## config.mk

```make
export PLATFORM = sky130hd
export DESIGN_NAME = mux_rr_arbiter
export DESIGN_NICKNAME = d
export VERILOG_FILES = /design/src/rtl/mux_arb_pkg.sv /design/src/rtl/rr_pick4.sv /design/src/rtl/mux_rr_arbiter.sv
export SDC_FILE = /design/constraint.sdc
export NUM_CORES = 1
export LEC_CHECK = 0
export ABC_AREA = 1
export CORE_UTILIZATION = 52
export DETAILED_ROUTE_END_ITERATION = 16
export HOLD_SLACK_MARGIN = 0.02
export PLACE_DENSITY = 0.82
export SLEW_MARGIN = 20
export SYNTH_ARGS = -nofsm -noshare
export SYNTH_HDL_FRONTEND = slang
export SYNTH_SLANG_ARGS = --single-unit
export TNS_END_PERCENT = 50
```

## constraint.sdc

```tcl
create_clock -name clk -period 3.6 [get_ports clk]
set_clock_uncertainty 0.2 [all_clocks]
set_input_delay 0.36 -clock clk [delete_from_list [all_inputs] [get_ports clk]]
set_output_delay 0.36 -clock clk [all_outputs]
set_load 0.01 [all_outputs]
```

## src/rtl/mux_arb_pkg.sv

```systemverilog
// rtl/mux_arb_pkg.sv - shared types and constants for the round-robin selector arbiter
package mux_arb_pkg;

  typedef enum logic {
    IDLE  = 1'b0,
    GRANT = 1'b1
  } arb_state_t;

  localparam int N_REQ = 4;
  localparam int IDX_W = 2;

  // Reset value of the round-robin pointer so that index 0 is searched first
  localparam logic [IDX_W-1:0] LAST_RST = 2'd3;

endpackage

```

## src/rtl/rr_pick4.sv

```systemverilog
// rtl/rr_pick4.sv - combinational round-robin search over four requests
// Searches last+1 .. last+4 (mod 4), optionally skipping one index.
module rr_pick4
  import mux_arb_pkg::*;
(
  input  logic [N_REQ-1:0] req,
  input  logic [IDX_W-1:0] last,
  input  logic             exclude_en,
  input  logic [IDX_W-1:0] exclude_idx,
  output logic             found,
  output logic [IDX_W-1:0] idx
);

  logic [IDX_W-1:0] cand;

  always_comb begin
    found = 1'b0;
    idx   = '0;
    cand  = '0;
    for (int k = 1; k <= N_REQ; k++) begin
      cand = last + IDX_W'(k);
      if (!found && req[cand] && !(exclude_en && (cand == exclude_idx))) begin
        found = 1'b1;
        idx   = cand;
      end
    end
  end

endmodule

```

## src/rtl/mux_rr_arbiter.sv

```systemverilog
// rtl/mux_rr_arbiter.sv - round-robin arbiter driving a 4:1 bit selector
// Optional forced handover after HOLD_CYCLES under `MUX_ARB_TIMEOUT_EN.
module mux_rr_arbiter
  import mux_arb_pkg::*;
#(
  parameter int HOLD_CYCLES = 8
) (
  input  logic             clk,
  input  logic             rst_n,
  input  logic [N_REQ-1:0] req,
  input  logic [N_REQ-1:0] I,
  output logic [N_REQ-1:0] grant,
  output logic             A,
  output logic             B,
  output logic             valid,
  output logic             Y
);

  if (HOLD_CYCLES < 2 || HOLD_CYCLES > 255) begin : g_hold_range
    $error("mux_rr_arbiter: HOLD_CYCLES must be in 2..255");
  end

  arb_state_t       state;
  arb_state_t       state_next;
  logic [IDX_W-1:0] last;
  logic [IDX_W-1:0] sel;
  logic [IDX_W-1:0] sel_next;
  logic             valid_next;
  logic             new_grant;
  logic             owner_req;
  logic             pick_found;
  logic [IDX_W-1:0] pick_idx;
  logic             timeout;

  assign sel       = {A, B};
  assign owner_req = req[sel];

  // In GRANT the owner is excluded so a timeout can never re-pick itself
  rr_pick4 u_pick (
    .req         (req),
    .last        (last),
    .exclude_en  (state == GRANT),
    .exclude_idx (sel),
    .found       (pick_found),
    .idx         (pick_idx)
  );

`ifdef MUX_ARB_TIMEOUT_EN
  localparam logic [7:0] HOLD_MAX = 8'(HOLD_CYCLES - 1);
  logic [7:0] hold_cnt;
  assign timeout = (hold_cnt == HOLD_MAX);
`else
  assign timeout = 1'b0;
`endif

  always_comb begin
    state_next = state;
    sel_next   = sel;
    valid_next = 1'b0;
    new_grant  = 1'b0;
    case (state)
      IDLE: begin
        if (pick_found) begin
          state_next = GRANT;
          sel_next   = pick_idx;
          valid_next = 1'b1;
          new_grant  = 1'b1;
        end
      end
      GRANT: begin
        if (owner_req && !(timeout && pick_found)) begin
          valid_next = 1'b1;
        end else if (pick_found) begin
          sel_next   = pick_idx;
          valid_next = 1'b1;
          new_grant  = 1'b1;
        end else begin
          state_next = IDLE;
        end
      end
      default: state_next = IDLE;
    endcase
  end

  // A/B follow sel_next, which only moves on a new grant, so they hold in IDLE
  always_ff @(posedge clk or negedge rst_n) begin
    if (!rst_n) begin
      state <= IDLE;
      last  <= LAST_RST;
      grant <= '0;
      A     <= 1'b0;
      B     <= 1'b0;
      valid <= 1'b0;
      Y     <= 1'b0;
`ifdef MUX_ARB_TIMEOUT_EN
      hold_cnt <= '0;
`endif
    end else begin
      state  <= state_next;
      valid  <= valid_next;
      grant  <= valid_next ? (N_REQ'(1) << sel_next) : '0;
      {A, B} <= sel_next;
      Y      <= valid_next & I[sel_next];
      if (new_grant) begin
        last <= sel_next;
      end
`ifdef MUX_ARB_TIMEOUT_EN
      if (new_grant) begin
        hold_cnt <= '0;
      end else if (valid_next && !timeout) begin
        hold_cnt <= hold_cnt + 8'd1;
      end
`endif
    end
  end

endmodule

```

==> metrics.md, run 1 <==
| Metric | Value |
|---|---|
| Status | `finished, final reports clean` |
| Total Nets Final | `150` |
| Crit start category | `flip-flop` |
| Share of layout cells above drive strength 1 | `23.74%` |
| Number of buffers created by CTS | `3` |
| First-pass GRT wire length | `2946 um` |
| Worst Tran Pin Value | `0.4509 ns` |
| Post-synth cell types | `24` |
| Fin. Hold Viols | `0` |
| Met3 Usage GRT | `7.447%` |
| Setup crit end kind | `flip-flop` |
| Main combinational cell family by area after synthesis | `simple AND/OR/NAND/NOR gates` |
| Clk slew on worst S/H paths | `0.07 ns` |
| Final Cycle Share | `66.74%` |
| Xor/xnor share of the synthesized area | `1.085%` |
| Mapped Cells | `120` |
| Max-cap violations | `0` |
| IO Count | `18` |
| Routing usage on met1 | `34.87%` |
| Antenna-violating nets left | `0` |
| Largest cells by area after synthesis | `dfrtp_1, nand2_1, nand2_2, nand3_1, dfstp_2` |
| Total grt overflow | `0` |
| Post-Synth Simple-Gate Area | `47.60%` |
| Max-slew violation count | `0` |
| R2R cell count | `14` |
| Largest net degree at the start of global routing | `12` |
| Setup_tns | `0 ns` |
| Number of flops mapped to enable cells by yosys | `0` |
| Mapped Area | `807.0 um^2` |
| Routability-driven placement congestion ratio | `0.8009` |
| Met2 GRT Util | `43.75%` |
| FF-to-FF Start | `last[0]` |
| Max Root-Sink Buffers | `2` |
| Most heavily used metal layer in global routing | `met2` |
| Die area | `1714 um^2` |
| Area of the core | `1366 um^2` |
| Relative slew slack | `69.84%` |
| PortBufs | `17` |
| Worst Path Max Fanout | `11` |
| CTS root buffer | `clkbuf_4` |
| Clk Latency, worst-skew pair | `0.27 ns` |
| Die Y | `41.40 um` |
| Critical path data arrival time | `2.40 ns` |
| CTS tree | `built` |
| Period minus WS final | `2.403 ns` |
| Sequential fraction of the synthesis area | `31.32%` |
| Max Fclk | `0.4162 GHz` |
| Via count | `835` |
| # rows | `13` |
| Routed len/inst | `12.76 um` |
| Synth warn | `0` |
| Area after DPL | `980.9 um^2` |
| Fillers | `114` |
| Count of final setup violators | `0` |
| Biggest area consumer among synthesized cells | `dfrtp_1` |
| Synth Flop Type | `dfrtp_1` |
| Syn nets | `130` |
| Drt drc | `0` |
| Detailed Routing Iterations Pass 1 | `4` |
| Most common cell in the netlist | `nand2_1` |
| Worst path required time | `3.60 ns` |
| Antenna cells | `0` |
| Chip width | `41.40 um` |
| Design area | `1017 um^2` |
| #FFs+latches synth | `10` |
| Initial antenna violation count | `0` |
| DRT iter0 DRCs | `30` |
| Worst reg-to-reg setup slack | `1.20 ns` |
| Vias per std cell | `5.422` |
| Syn-to-layout area delta | `26.05%` |
| WS Path Type | `reg2reg` |
| Final core utilization | `74.45%` |
| Hold bufs inserted after CTS | `0` |
| Reg area | `252.7 um^2` |
| # clock sinks | `10` |
| Multiplexer share of the synthesized area | `0%` |
| Post-CTS setup buffers | `0` |
| Starting Density | `59.07%` |
| GRT Total Usage | `26.90%` |
| RSZ-0062 raised after global routing | `no` |
| Post-CTS Resized | `0` |
| Area of the multi-input gates | `479.2 um^2` |
| WL final | `1965 um` |
| Synth Area in Adders | `0%` |
| Vias in the first global route | `667` |
| Top cell type's share of synthesized area | `24.81%` |
| FFs w/ async S/R, synth | `100.0%` |
| DP HPWL | `1537 um` |
| Most frequent cells after synthesis | `nand2_1, nand3_1, nand2_2` |
| Mean Syn Cell Area | `6.725 um^2` |
| Hold Crit Class | `in2async` |
| Compound-Gate Fraction of Synth Area | `10.70%` |
| Reg-to-reg endpoint | `Y` |
| H-Tree Level Count | `1` |
## cell families after synthesis
logic type | count (synthesis)
AO/OA/AOI/OAI | 15
buffers and inverters | 18
AND/OR/NAND/NOR | 76
XOR/XNOR | 1
flip-flops | 10
## stage by stage
stage / std cells / worst slack, ns / hold slack (ns)
after CTS: 154 / 1.220 / 0.2142
final: 154 / 1.197 / 0.1991
after global routing: 154 / 0.9575 / 0.2338
after floorplan: 120 / 1.513 / -0.1356
after detailed placement: 150 / 1.159 / 0.4130
after global placement: 150 / 1.173 / 0.4102
## final cells by class
class | count | share of cell area (%)
timing repair buffer | 17 | 16.73
clock buffer | 4 | 3.567
sequential | 10 | 24.85
tap | 15 | 1.845
multi-input combinational | 92 | 47.11
inverter | 16 | 5.904
## how the worst max path moves through the flow
stage / startpoint / to / slack [ns] / cells after the start
floorplan: last[1] / Y / 1.51 / 16
global placement: req[1] / Y / 1.17 / 14
detailed placement: req[1] / Y / 1.16 / 14
CTS: last[0] / Y / 1.22 / 14
global route: last[0] / Y / 0.96 / 16
finish: last[0] / Y / 1.20 / 14
## flip-flops by register name (all words and copies together) (netlist names)
signal  flops
B           1
last        2
grant       4
A           1
state       1
Y           1
## worst max-delay path, stage by stage (launching register included)
cell and delay [ns]:
dfstp_2 0.67, inv_2 0.14, nand2_1 0.12, nand2_2 0.08
nor2_2 0.10, nand3_1 0.11, nand2_2 0.11, nand3_2 0.08
nor2_4 0.12, o21ai_1 0.13, nand2_2 0.17, nand2_1 0.07
nand2_1 0.06, nand2_1 0.06, a21oi_2 0.12
## metal layers
metal  up-vias  wire length, um
met2        26              928
met3         2              119
met5         -                0
met1       385              905
met4         0               11
li1        422                -
## placed cells by master, fill, tap and decap left out, drive strengths merged, types with 2 or more instances in the layout
| cell type | instances |
|---|---|
| nand2 | 46 |
| o21a | 2 |
| dfrtp | 8 |
| inv | 16 |
| o21ai | 5 |
| clkbuf | 4 |
| nor3 | 5 |
| dfstp | 2 |
| nand3 | 14 |
| a21oi | 7 |
| clkdlybuf4s50 | 17 |
| nor2 | 9 |
Power of run 1 is left out: the tool's default activity adds up to more than one toggle a clock period on the data nets, which glitch-free logic cannot reach.
==> run 2, diff against run 1 <==
--- a/config.mk
+++ b/config.mk
@@ -6,10 +6,10 @@
 export NUM_CORES = 1
 export LEC_CHECK = 0
 export ABC_AREA = 1
-export CORE_UTILIZATION = 52
+export CORE_UTILIZATION = 44
 export DETAILED_ROUTE_END_ITERATION = 16
 export HOLD_SLACK_MARGIN = 0.02
-export PLACE_DENSITY = 0.82
+export PLACE_DENSITY = 0.74
 export SLEW_MARGIN = 20
 export SYNTH_ARGS = -nofsm -noshare
 export SYNTH_HDL_FRONTEND = slang
==> constraint.sdc (replaced) <==
create_clock -name clk -period 2 [get_ports clk]
set_clock_uncertainty 0.2 [all_clocks]
set_input_delay 0.2 -clock clk [delete_from_list [all_inputs] [get_ports clk]]
set_output_delay 0.2 -clock clk [all_outputs]
set_load 0.01 [all_outputs]
==> run 2 against run 1 <==
The flow now finishes with violations (setup timing). Sequential share of layout area shrank 6.3 points. Via count grew 11%. Register-to-register slack lost 1.5 ns. Critical path type unchanged. Count of clock-buffer cells in the layout is the same. Fmax grew 5.4%. Cell count grew 21%. Global-route usage shrank 1.7 points. Setup slack lost 1.5 ns.
==> metrics.md, run 2 (synthesized netlist as in run 1, its figures left out) <==
| Metric | Value |
|---|---|
| Status | `finished with violations (was finished, final reports clean)` |
| Failing checks | `setup timing` |
| Top Registers | `grant x4, last x2 (unchanged)` |
| Critical path data arrival time | `2.27 ns (was 2.40 ns)` |
| Largest net degree at the start of global routing | `11 (was 12)` |
| GRT Total Usage | `25.17% (was 26.90%)` |
| Via count | `924 (was 835)` |
| Crit-path cells | `clkbuf_16 > nand2_2 > nand2_4 > nand2_1 > nor2_2 > nor2_4 > nor2_4 > nand2_2 > o21ai_2 > inv_2 > nand2_4 > inv_4 > nor3_2 (was inv_2 > nand2_1 > nand2_2 > nor2_2 > nand3_1 > nand2_2 > nand3_2 > nor2_4 > o21ai_1 > nand2_2 > nand2_1 > nand2_1 > nand2_1 > a21oi_2)` |
| Routability-driven placement congestion ratio | `0.8152 (was 0.8009)` |
| Most common cell after layout, fill and taps aside | `nand2_1 (unchanged)` |
| Worst Tran Pin Value | `0.4275 ns (was 0.4509 ns)` |
| RSZ-0062 raised after global routing | `yes (was no)` |
| Area of the core | `1727 um^2 (was 1366 um^2)` |
| CP delay by family, top | `simple AND/OR/NAND/NOR gates (unchanged)` |
| Most frequent cells in the layout | `nand2_1, buf_4, clkdlybuf4s50_1, nand2_2 (was nand2_1, clkdlybuf4s50_1, nand3_1, nand2_2, inv_1)` |
| Worst Path Max Fanout | `5 (was 11)` |
| Antenna-violating nets left | `0 (unchanged)` |
| Clk Latency, worst-skew pair | `0.26 ns (was 0.27 ns)` |
| DP HPWL | `1570 um (was 1537 um)` |
| Max-slew violation count | `0 (unchanged)` |
| Crit path largest cell delay | `0.64 ns (was 0.67 ns)` |
| CTS root buffer | `clkbuf_4 (unchanged)` |
| CTS tree | `built (unchanged)` |
| Crit path buf inv count | `3 (was 1)` |
| Chip width | `44.83 um (was 41.40 um)` |
| FF-to-FF Start | `last[0] (unchanged)` |
| Die Y | `44.83 um (was 41.40 um)` |
| Number of buffers created by CTS | `3 (unchanged)` |
| Max Root-Sink Buffers | `2 (unchanged)` |
| Worst reg-to-reg setup slack | `-0.28 ns (was 1.20 ns)` |
| Detailed Routing Iterations Pass 1 | `4 (unchanged)` |
| Max reg flops | `4 (unchanged)` |
| Final core utilization | `78.99% (was 74.45%)` |
| Routed len/inst | `12.28 um (was 12.76 um)` |
| Vias in the first global route | `886 (was 667)` |
| H-Tree Level Count | `1 (unchanged)` |
| Hold bufs inserted after CTS | `0 (unchanged)` |
| PortBufs | `17 (unchanged)` |
| Max-cap violations | `0 (unchanged)` |
| Count of final setup violators | `9 (was 0)` |
| WL final | `2296 um (was 1965 um)` |
| DP Cell Count | `175 (was 150)` |
| First-pass GRT wire length | `3663 um (was 2946 um)` |
| Non-Filler Instances | `187 (was 154)` |
| Vias per std cell | `4.941 (was 5.422)` |
| Largest Register | `grant (unchanged)` |
| IO Count | `18 (unchanged)` |
| Area after DPL | `1155 um^2 (was 980.9 um^2)` |
| Clk slew on worst S/H paths | `0.06 ns (was 0.07 ns)` |
| Max Fclk | `0.4386 GHz (was 0.4162 GHz)` |
| Die area | `2009 um^2 (was 1714 um^2)` |
| Total grt overflow | `0 (unchanged)` |
| Worst path required time | `1.99 ns (was 3.60 ns)` |
| Fin. Hold Viols | `0 (unchanged)` |
| Share of layout cells above drive strength 1 | `49.38% (was 23.74%)` |
| DRT iter0 DRCs | `11 (was 30)` |
| Crit-path slowest cell | `dfstp_2 (unchanged)` |
| Final Cycle Share | `114.0% (was 66.74%)` |
| Setup ws final | `-0.2800 ns (was 1.197 ns)` |
| Design area | `1364 um^2 (was 1017 um^2)` |
| Antenna cells | `0 (unchanged)` |
| Crit start category | `flip-flop (unchanged)` |
| # rows | `15 (was 13)` |
| Hold Crit Class | `in2async (unchanged)` |
| Relative slew slack | `71.41% (was 69.84%)` |
| Initial antenna violation count | `0 (unchanged)` |
| WS Path Type | `reg2reg (unchanged)` |
| # clock sinks | `10 (unchanged)` |
| Total Nets Final | `173 (was 150)` |
| Syn-to-layout area delta | `68.99% (was 26.05%)` |
| Starting Density | `46.74% (was 59.07%)` |
| Drt drc | `0 (unchanged)` |
| Setup crit end kind | `flip-flop (unchanged)` |
| Critical path origin | `last[0] (unchanged)` |
| Period minus WS final | `2.280 ns (was 2.403 ns)` |
-- run 2: repair_timing --
| item | 4_1_cts | 5_1_grt |
|---|---|---|
| gates cloned | 0 | 1 |
| pin swaps | 9 | 1 |
| endpoints found under the setup margin | 9 | 10 |
| setup buffers | 3 | 4 |
| resized for setup | 15 | 12 |
-- run 2: routing by layer --
layer	share of wire, %	global-route usage, %	up-vias
li1	-	-	465
met1	43	32.82	439
met2	54	42.35	18
met3	2.7	4.000	2
met4	0.44	9.091	0
met5	0	0	-
-- run 2: through the flow --
step | setup slack, ns | hold slack, ns | setup TNS [ns]
after floorplan | -0.05218 | -0.2956 | -0.05275
after global placement | -0.2542 | 0.3288 | -1.354
after detailed placement | -0.2881 | 0.3353 | -1.590
after CTS | -0.2181 | 0.03934 | -1.140
after global routing | -0.4347 | 0.06852 | -3.097
final | -0.2800 | 0.03788 | -1.772
-- run 2: worst paths after layout --
path                       depth (start not counted)  endpoint
setup / recovery                                  13  grant[0]
hold / removal                                     1         Y
setup reg to reg                                  13  grant[0]
hold reg to reg                                    2   last[1]
max in group asynchronous                          1   last[1]
min in group clk                                   5         Y
-- run 2: area by class of cell --
cell class              instances  area (um^2)
multi-input cells              92        596.8
repair buffers                 40        372.9
fillers                       130        362.8
flip-flops and latches         10        252.7
inverters                      16        73.82
clock buffers                   4        36.28
well taps                      25        31.28
-- run 2: worst register-to-register path, delay by kind of cell, from the launching register on --
family / cells / cell delay, ns
simple gates: 9 / 0.91
compound gates: 1 / 0.14
flops: 1 / 0.64
buf+inv: 3 / 0.30
Power of run 2 is left out for the same reason.
